==> src/rtl/apb_engine_pkg.sv <==
// Shared types and constants for the multi-requester APB engine.
//   apb_state_e  : APB master phase (IDLE / SETUP / ACCESS)
//   ch_width()   : channel-id width for a given client count
//   level_width(): FIFO occupancy width for a given depth
//   PWRITE_*     : APB pwrite encoding
package apb_engine_pkg;

   typedef enum logic [1:0] {
      ST_IDLE   = 2'd0,
      ST_SETUP  = 2'd1,
      ST_ACCESS = 2'd2
   } apb_state_e;

   localparam logic PWRITE_READ  = 1'b0;
   localparam logic PWRITE_WRITE = 1'b1;

   function automatic int ch_width(input int num_ch);
      return (num_ch > 1) ? $clog2(num_ch) : 1;
   endfunction

   // One extra bit so that a completely full FIFO (level == depth) is representable.
   function automatic int level_width(input int depth);
      return $clog2(depth) + 1;
   endfunction

endpackage

==> src/rtl/apb_rr_arbiter.sv <==
// Round-robin arbiter for the client request channels.
//   clk, reset : clock, synchronous active-high reset
//   valid      : per-channel request valid
//   full       : command FIFO full, suppresses every grant
//   accept     : a granted request was taken this cycle
//   grant      : one-hot (or zero) grant, the first valid channel at or after the pointer
module apb_rr_arbiter
   import apb_engine_pkg::*;
#(
   parameter int  NUM_CH = 4,
   localparam int CH_W   = ch_width(NUM_CH)
) (
   input  logic              clk,
   input  logic              reset,
   input  logic [NUM_CH-1:0] valid,
   input  logic              full,
   input  logic              accept,
   output logic [NUM_CH-1:0] grant
);

   logic [CH_W-1:0] ptr;
   logic [CH_W-1:0] grant_idx;
   logic [CH_W-1:0] idx;
   logic            found;

   // Search upward from the pointer with wrap; the first valid channel wins.
   always_comb begin
      grant     = '0;
      grant_idx = '0;
      idx       = '0;
      found     = 1'b0;
      if (!full) begin
         for (int i = 0; i < NUM_CH; i++) begin
            idx = CH_W'((int'(ptr) + i) % NUM_CH);
            if (!found && valid[idx]) begin
               found       = 1'b1;
               grant[idx]  = 1'b1;
               grant_idx   = idx;
            end
         end
      end
   end

   always_ff @(posedge clk) begin
      if (reset) begin
         ptr <= '0;
      end else if (accept) begin
         ptr <= (grant_idx == CH_W'(NUM_CH - 1)) ? '0 : grant_idx + 1'b1;
      end
   end

endmodule

==> src/rtl/apb_multi_req_engine.sv <==
// Multi-client APB3 master front-end.
// Clients raise requests on NUM_CH channels; a round-robin arbiter pushes accepted
// commands into a DEPTH-entry FIFO, and the FSM below drains the FIFO onto one APB3
// master port with wait-state, PSLVERR and timeout handling. Every transfer that is
// completed or aborted produces a one-cycle tagged response.
//   clk, reset              : clock, synchronous active-high reset
//   req_valid_i/rnw_i       : per-channel request valid and direction (1 = read)
//   req_addr_i/wdata_i      : per-channel address / write data, channel k at [k*W +: W]
//   req_ready_o             : one-hot accept strobe
//   psel_o ... pwdata_o     : APB master outputs
//   pready_i/pslverr_i/prdata_i : APB slave responses
//   rsp_*                   : response strobe, channel id, direction, error, read data
//   fifo_level_o            : registered command FIFO occupancy
//
// state     | meaning
// ----------+-----------------------------------------------------------
// ST_IDLE   | bus idle; pops the FIFO head when one is waiting
// ST_SETUP  | psel high for one cycle, timeout counter loaded
// ST_ACCESS | psel+penable high until pready, or until the timeout expires
module apb_multi_req_engine
   import apb_engine_pkg::*;
#(
   parameter int  NUM_CH  = 4,
   parameter int  ADDR_W  = 32,
   parameter int  DATA_W  = 32,
   parameter int  DEPTH   = 16,
   parameter int  TIMEOUT = 16,
   localparam int CH_W    = ch_width(NUM_CH),
   localparam int LVL_W   = level_width(DEPTH)
) (
   input  logic                     clk,
   input  logic                     reset,
   input  logic [NUM_CH-1:0]        req_valid_i,
   input  logic [NUM_CH-1:0]        req_rnw_i,
   input  logic [NUM_CH*ADDR_W-1:0] req_addr_i,
   input  logic [NUM_CH*DATA_W-1:0] req_wdata_i,
   output logic [NUM_CH-1:0]        req_ready_o,
   output logic                     psel_o,
   output logic                     penable_o,
   output logic                     pwrite_o,
   output logic [ADDR_W-1:0]        paddr_o,
   output logic [DATA_W-1:0]        pwdata_o,
   input  logic                     pready_i,
   input  logic                     pslverr_i,
   input  logic [DATA_W-1:0]        prdata_i,
   output logic                     rsp_valid_o,
   output logic [CH_W-1:0]          rsp_id_o,
   output logic                     rsp_rnw_o,
   output logic                     rsp_err_o,
   output logic [DATA_W-1:0]        rsp_data_o,
   output logic [LVL_W-1:0]         fifo_level_o
);

   localparam int PTR_W = (DEPTH > 1) ? $clog2(DEPTH) : 1;
   localparam int TO_W  = (TIMEOUT > 1) ? $clog2(TIMEOUT) : 1;
   localparam logic [TO_W-1:0] TO_LOAD = TO_W'((TIMEOUT > 0) ? TIMEOUT - 1 : 0);

   // ---------------- arbitration ----------------
   logic [NUM_CH-1:0] grant;
   logic              accept;
   logic              full;
   logic              empty;
   logic              pop;

   apb_rr_arbiter #(.NUM_CH(NUM_CH)) u_arb (
      .clk    (clk),
      .reset  (reset),
      .valid  (req_valid_i),
      .full   (full),
      .accept (accept),
      .grant  (grant)
   );

   assign accept      = |(req_valid_i & grant);
   assign req_ready_o = grant;

   logic [CH_W-1:0]   push_id;
   logic              push_rnw;
   logic [ADDR_W-1:0] push_addr;
   logic [DATA_W-1:0] push_wdata;

   always_comb begin
      push_id    = '0;
      push_rnw   = 1'b0;
      push_addr  = '0;
      push_wdata = '0;
      for (int k = 0; k < NUM_CH; k++) begin
         if (grant[k]) begin
            push_id    = CH_W'(k);
            push_rnw   = req_rnw_i[k];
            push_addr  = req_addr_i[k*ADDR_W +: ADDR_W];
            push_wdata = req_wdata_i[k*DATA_W +: DATA_W];
         end
      end
   end

   // ---------------- command FIFO ----------------
   logic [CH_W-1:0]   fifo_id    [DEPTH];
   logic              fifo_rnw   [DEPTH];
   logic [ADDR_W-1:0] fifo_addr  [DEPTH];
   logic [DATA_W-1:0] fifo_wdata [DEPTH];
   logic [PTR_W-1:0]  wr_ptr;
   logic [PTR_W-1:0]  rd_ptr;
   logic [LVL_W-1:0]  level;

   // Full comes from the registered level, so a same-cycle pop never frees a slot early.
   assign full         = (level == LVL_W'(DEPTH));
   assign empty        = (level == '0);
   assign fifo_level_o = level;

   always_ff @(posedge clk) begin
      if (accept) begin
         fifo_id[wr_ptr]    <= push_id;
         fifo_rnw[wr_ptr]   <= push_rnw;
         fifo_addr[wr_ptr]  <= push_addr;
         fifo_wdata[wr_ptr] <= push_wdata;
      end
   end

   always_ff @(posedge clk) begin
      if (reset) begin
         wr_ptr <= '0;
         rd_ptr <= '0;
         level  <= '0;
      end else begin
         if (accept) wr_ptr <= wr_ptr + 1'b1;
         if (pop)    rd_ptr <= rd_ptr + 1'b1;
         case ({accept, pop})
            2'b10:   level <= level + 1'b1;
            2'b01:   level <= level - 1'b1;
            default: level <= level;
         endcase
      end
   end

   // ---------------- APB FSM ----------------
   apb_state_e      state;
   apb_state_e      state_nx;
   logic [CH_W-1:0] cur_id;
   logic            cur_rnw;
   logic [TO_W-1:0] to_cnt;
   logic            timeout_hit;
   logic            complete;
   logic            abort;

   assign cur_rnw     = (pwrite_o == PWRITE_READ);
   assign timeout_hit = (TIMEOUT != 0) && (to_cnt == '0);
   assign psel_o      = (state != ST_IDLE);
   assign penable_o   = (state == ST_ACCESS);

   always_comb begin
      state_nx = state;
      pop      = 1'b0;
      complete = 1'b0;
      abort    = 1'b0;
      case (state)
         ST_IDLE: begin
            if (!empty) begin
               pop      = 1'b1;
               state_nx = ST_SETUP;
            end
         end
         ST_SETUP: state_nx = ST_ACCESS;
         ST_ACCESS: begin
            if (pready_i) begin
               complete = 1'b1;
               // Back-to-back: the next command's SETUP follows without an idle cycle.
               if (!empty) begin
                  pop      = 1'b1;
                  state_nx = ST_SETUP;
               end else begin
                  state_nx = ST_IDLE;
               end
            end else if (timeout_hit) begin
               abort    = 1'b1;
               state_nx = ST_IDLE;
            end
         end
         default: state_nx = ST_IDLE;
      endcase
   end

   always_ff @(posedge clk) begin
      if (reset) begin
         state    <= ST_IDLE;
         paddr_o  <= '0;
         pwrite_o <= 1'b0;
         pwdata_o <= '0;
         cur_id   <= '0;
         to_cnt   <= '0;
      end else begin
         state <= state_nx;
         if (pop) begin
            paddr_o  <= fifo_addr[rd_ptr];
            pwrite_o <= fifo_rnw[rd_ptr] ? PWRITE_READ : PWRITE_WRITE;
            pwdata_o <= fifo_rnw[rd_ptr] ? '0 : fifo_wdata[rd_ptr];
            cur_id   <= fifo_id[rd_ptr];
         end
         // Down-counter: loaded in SETUP, the transfer aborts when it sits at zero in ACCESS.
         if (state == ST_SETUP) begin
            to_cnt <= TO_LOAD;
         end else if (state == ST_ACCESS && !pready_i && to_cnt != '0) begin
            to_cnt <= to_cnt - 1'b1;
         end
      end
   end

   // ---------------- response ----------------
   always_ff @(posedge clk) begin
      if (reset) begin
         rsp_valid_o <= 1'b0;
         rsp_id_o    <= '0;
         rsp_rnw_o   <= 1'b0;
         rsp_err_o   <= 1'b0;
         rsp_data_o  <= '0;
      end else begin
         rsp_valid_o <= complete | abort;
         if (complete) begin
            rsp_id_o   <= cur_id;
            rsp_rnw_o  <= cur_rnw;
            rsp_err_o  <= pslverr_i;
            rsp_data_o <= (cur_rnw && !pslverr_i) ? prdata_i : '0;
         end else if (abort) begin
            rsp_id_o   <= cur_id;
            rsp_rnw_o  <= cur_rnw;
            rsp_err_o  <= 1'b1;
            rsp_data_o <= '0;
         end
      end
   end

endmodule

==> config.mk <==
export PLATFORM = sky130hd
export DESIGN_NAME = apb_multi_req_engine
export DESIGN_NICKNAME = d
export VERILOG_FILES = /design/src/rtl/apb_engine_pkg.sv /design/src/rtl/apb_rr_arbiter.sv /design/src/rtl/apb_multi_req_engine.sv
export SDC_FILE = /design/constraint.sdc
export NUM_CORES = 1
export LEC_CHECK = 0
export BUFFER_PORTS_ARGS = -buffer_cell sky130_fd_sc_hd__buf_2
export CAP_MARGIN = 20
export CORE_UTILIZATION = 40
export DETAILED_ROUTE_END_ITERATION = 16
export PLACE_DENSITY = 0.67
export REMOVE_ABC_BUFFERS = 1
export SYNTH_ARGS = -nofsm -noshare
export SYNTH_HDL_FRONTEND = slang
export SYNTH_SLANG_ARGS = --single-unit
==> constraint.sdc <==
create_clock -name clk -period 22.3 [get_ports clk]
set_clock_uncertainty 0.05 [all_clocks]
set_input_delay 1.115 -clock clk [delete_from_list [all_inputs] [get_ports clk]]
set_output_delay 1.115 -clock clk [all_outputs]
set_load 0.02 [all_outputs]
==> results.ini <==
[run_status]
status = finished, final reports clean

[critical_path]
critPathLaunchType = flip-flop
criticalPathCategory = flip-flop to flip-flop
reg2reg_to = fifo_wdata[0][9]
cp-startpoint = u_arb.ptr[0]
end_kind = flip-flop
arrival_ns = 6.21
r2r_slack_ns = 16.42
endpoint = fifo_wdata[0][9]
cp_max_fo = 47
rr_startpoint = u_arb.ptr[0]
crit_required_ns = 22.63
ff2ff_path_depth = 10

[synthesis]
synthAdderAreaFrac_pct = 0.449
ys_seq_area_share_pct = 73.4
yosysWarnings = 0
synth-seq-cells = 1201
yosys.area_share.xor_xnor_pct = 0.222
synth_top_family_by_area = multiplexers
synth-simple-area-share_pct = 3.05
avgSynthCellArea_um2 = 19.9
netlist_instances = 2380
ys_async_sr_fraction_pct = 0
synth-compound-area-share_pct = 4.82
syn_area_mm2 = 0.0474
synth-edff-count = 1072
yosysUniqueCellTypes = 57
synthMuxAreaShare_pct = 16.3
synth_flop_cell = edfxtp_1

[clock_tree]
max-clock-path-buffers = 3
postCtsResizedCells = 0
postCtsSetupBuffers = 0
cts_made_buffers = 119
clk_pin_slew_ns = 0.07
clock_sinks = 1201
clk_latency_ns = 0.74
root_buffer = clkbuf_16
ctsHoldBuffers = 0
htree_levels = 3
cts_tree = built

[power_and_ir_drop]
clkPwrFrac_pct = 24.1
power_density_mw_per_mm2 = 149
static-leakage-power_uw = 0.0179
total_power_uw = 8230
p_sw_uw = 2800
switching_share_pct = 34.0
internal_power_uw = 5430
peakVddDrop_mv = 0.101
seqPwrFrac_pct = 44.3
combPwrFrac_pct = 31.6

[die]
die_h_um = 346
dieArea_mm2 = 0.120
start_util_pct = 40.5
die_w_um = 346
rows = 125
core_mm2 = 0.117
io_pins = 413

[final_layout]
drive_above_1_share_pct = 37.1
design_area_mm2 = 0.0551
n_antenna_cell = 0
layout.nets = 3116
areaGrowthSynthToFinish_pct = 16.3

[timing]
min_period_ns = 5.88
finalSetupViolCount = 0
hold_slack_ns = 0.403
fin_setup_tns_ns = 0
max_freq_mhz = 170
rsz0062_at_grt = no
tightest_slew_ns = 1.19
period_share_pct = 26.4
maxSlewViolCount = 0
hold_violations = 0
relSlewSlack_pct = 20.6

[hold_path]
worstHoldPathType = flip-flop to flip-flop

[grt]
grt_max_degree = 74
grt_first_pass_wirelength_mm = 181
overflow = 0
grt_usage_pct = 20.9
antenna_found_initial = 2
grt_pass1_vias = 26163

[placed_design]
place.gp.congestion = 0.823
post_dp_cell_area_mm2 = 0.0511
post-dp-hpwl_mm = 70.2
io_buffer_count = 412

[routing]
drt_wl_total_mm = 126
via_count = 25336
drtPass1Iterations = 5
ant_nets = 0
drc = 0
wl_per_cell_um = 28.4
drtIter0Drc = 2732
viasPerCell = 5.72

[job]
cap_violations = 0

kinds of logic (layout without fill, tap and decap cells):
| group | count (synthesis) | after routing |
|---|---|---|
| multiplexers | 348 | 348 |
| flip-flops | 1201 | 1201 |
| AO/OA/AOI/OAI | 286 | 286 |
| buffers and inverters | 178 | 700 |
| XOR/XNOR | 12 | 12 |
| AND/OR/NAND/NOR | 338 | 338 |
| adder cells (fa/ha/maj) | 17 | 17 |
worst max-delay path, stage by stage (launching register included):
cell      delay [ns]
dfxtp_1         0.73
inv_1           0.23
ha_1            0.55
mux4_2          0.62
nand3b_1        0.19
a22oi_1         0.28
o21a_1          0.29
nand2b_4        0.79
buf_4           0.77
a221oi_1        0.14
nor2_1          0.80
routing by layer:
layer / vias up / global-route usage (%) / part of all wire, %
met3: 167 / 3.45 / 7.1
met2: 1137 / 34.8 / 50
met5: - / 0 / 0.018
met1: 13317 / 28.3 / 41
li1: 10711 / - / -
met4: 4 / 5.53 / 2.2
worst min-delay path by stage:
stage	depth (start not counted)	startpoint	to	slack, ns
after floorplan	2	cur_id[0]	cur_id[0]	0.38
after global placement	2	paddr_o[4]	paddr_o[4]	0.39
after detailed placement	2	pwdata_o[31]	pwdata_o[31]	0.40
after CTS	2	pwdata_o[31]	pwdata_o[31]	0.41
after global routing	2	paddr_o[29]	paddr_o[29]	0.43
final	2	paddr_o[19]	paddr_o[19]	0.40
sequential cells by signal, indices dropped and copies added (netlist names), 5 cells and up, named ones only:
signal	cells
fifo_wdata	512
fifo_addr	512
paddr_o	32
fifo_level_o	5
rsp_data_o	32
fifo_id	32
fifo_rnw	16
pwdata_o	32
placed cells by master (no fill, tap or decap), types with 36 or more instances in the layout:
cell / Yosys / final
edfxtp_1: 1072 / 1072
buf_2: 34 / 411
nand3_1: 37 / 37
a22oi_1: 36 / 36
a21oi_1: 89 / 89
a221oi_2: 51 / 50
dfxtp_1: 129 / 121
nor2_1: 132 / 127
buf_4: 7 / 47
o22ai_1: 68 / 68
nand2_1: 123 / 122
mux4_2: 336 / 336
clkbuf_16: 0 / 119
through the flow:
stage	instances	util (%)	setup WS [ns]
6_report	4426	47.1	16.42
5_1_grt	4426	47.1	16.09
4_1_cts	4425	47.1	16.36
3_5_place_dp	4201	43.7	16.41
3_3_place_gp	4201	43.7	16.69
2_1_floorplan	2217	-	12.56
final cells by class:
| class | instances | area, um2 |
|---|---|---|
| Fill cell | 9522 | 61800 |
| Sequential cell | 1201 | 34800 |
| Multi-Input combinational cell | 1001 | 11900 |
| Clock buffer | 155 | 3210 |
| Timing Repair Buffer | 461 | 2470 |
| Tap cell | 1524 | 1910 |
| Clock inverter | 69 | 724 |
| Inverter | 15 | 58.8 |
cell usage after synthesis, types with 17 or more instances:
master       n  share of area (%)
a21oi_1     89               0.94
a221oi_2    51                1.6
a22oi_1     36               0.57
buf_1       19               0.15
buf_2       34               0.36
clkbuf_1    91               0.72
dfxtp_1    129                5.5
edfxtp_1  1072                 68
ha_1        17               0.45
mux4_2     336                 16
nand2_1    123               0.97
nand3_1     37               0.39
nor2_1     132                1.0
o22ai_1     68               0.90
power by group through the flow:
stage	sequential [uW]	clock, uW	combinational, uW
after global placement	3670	0	2490
after CTS	3650	2020	2620
final	3650	1990	2600
after detailed placement	3700	0	2610
after floorplan	3780	0	1620
after global routing	3680	2110	2790
Power figures use the tool's default switching activity.
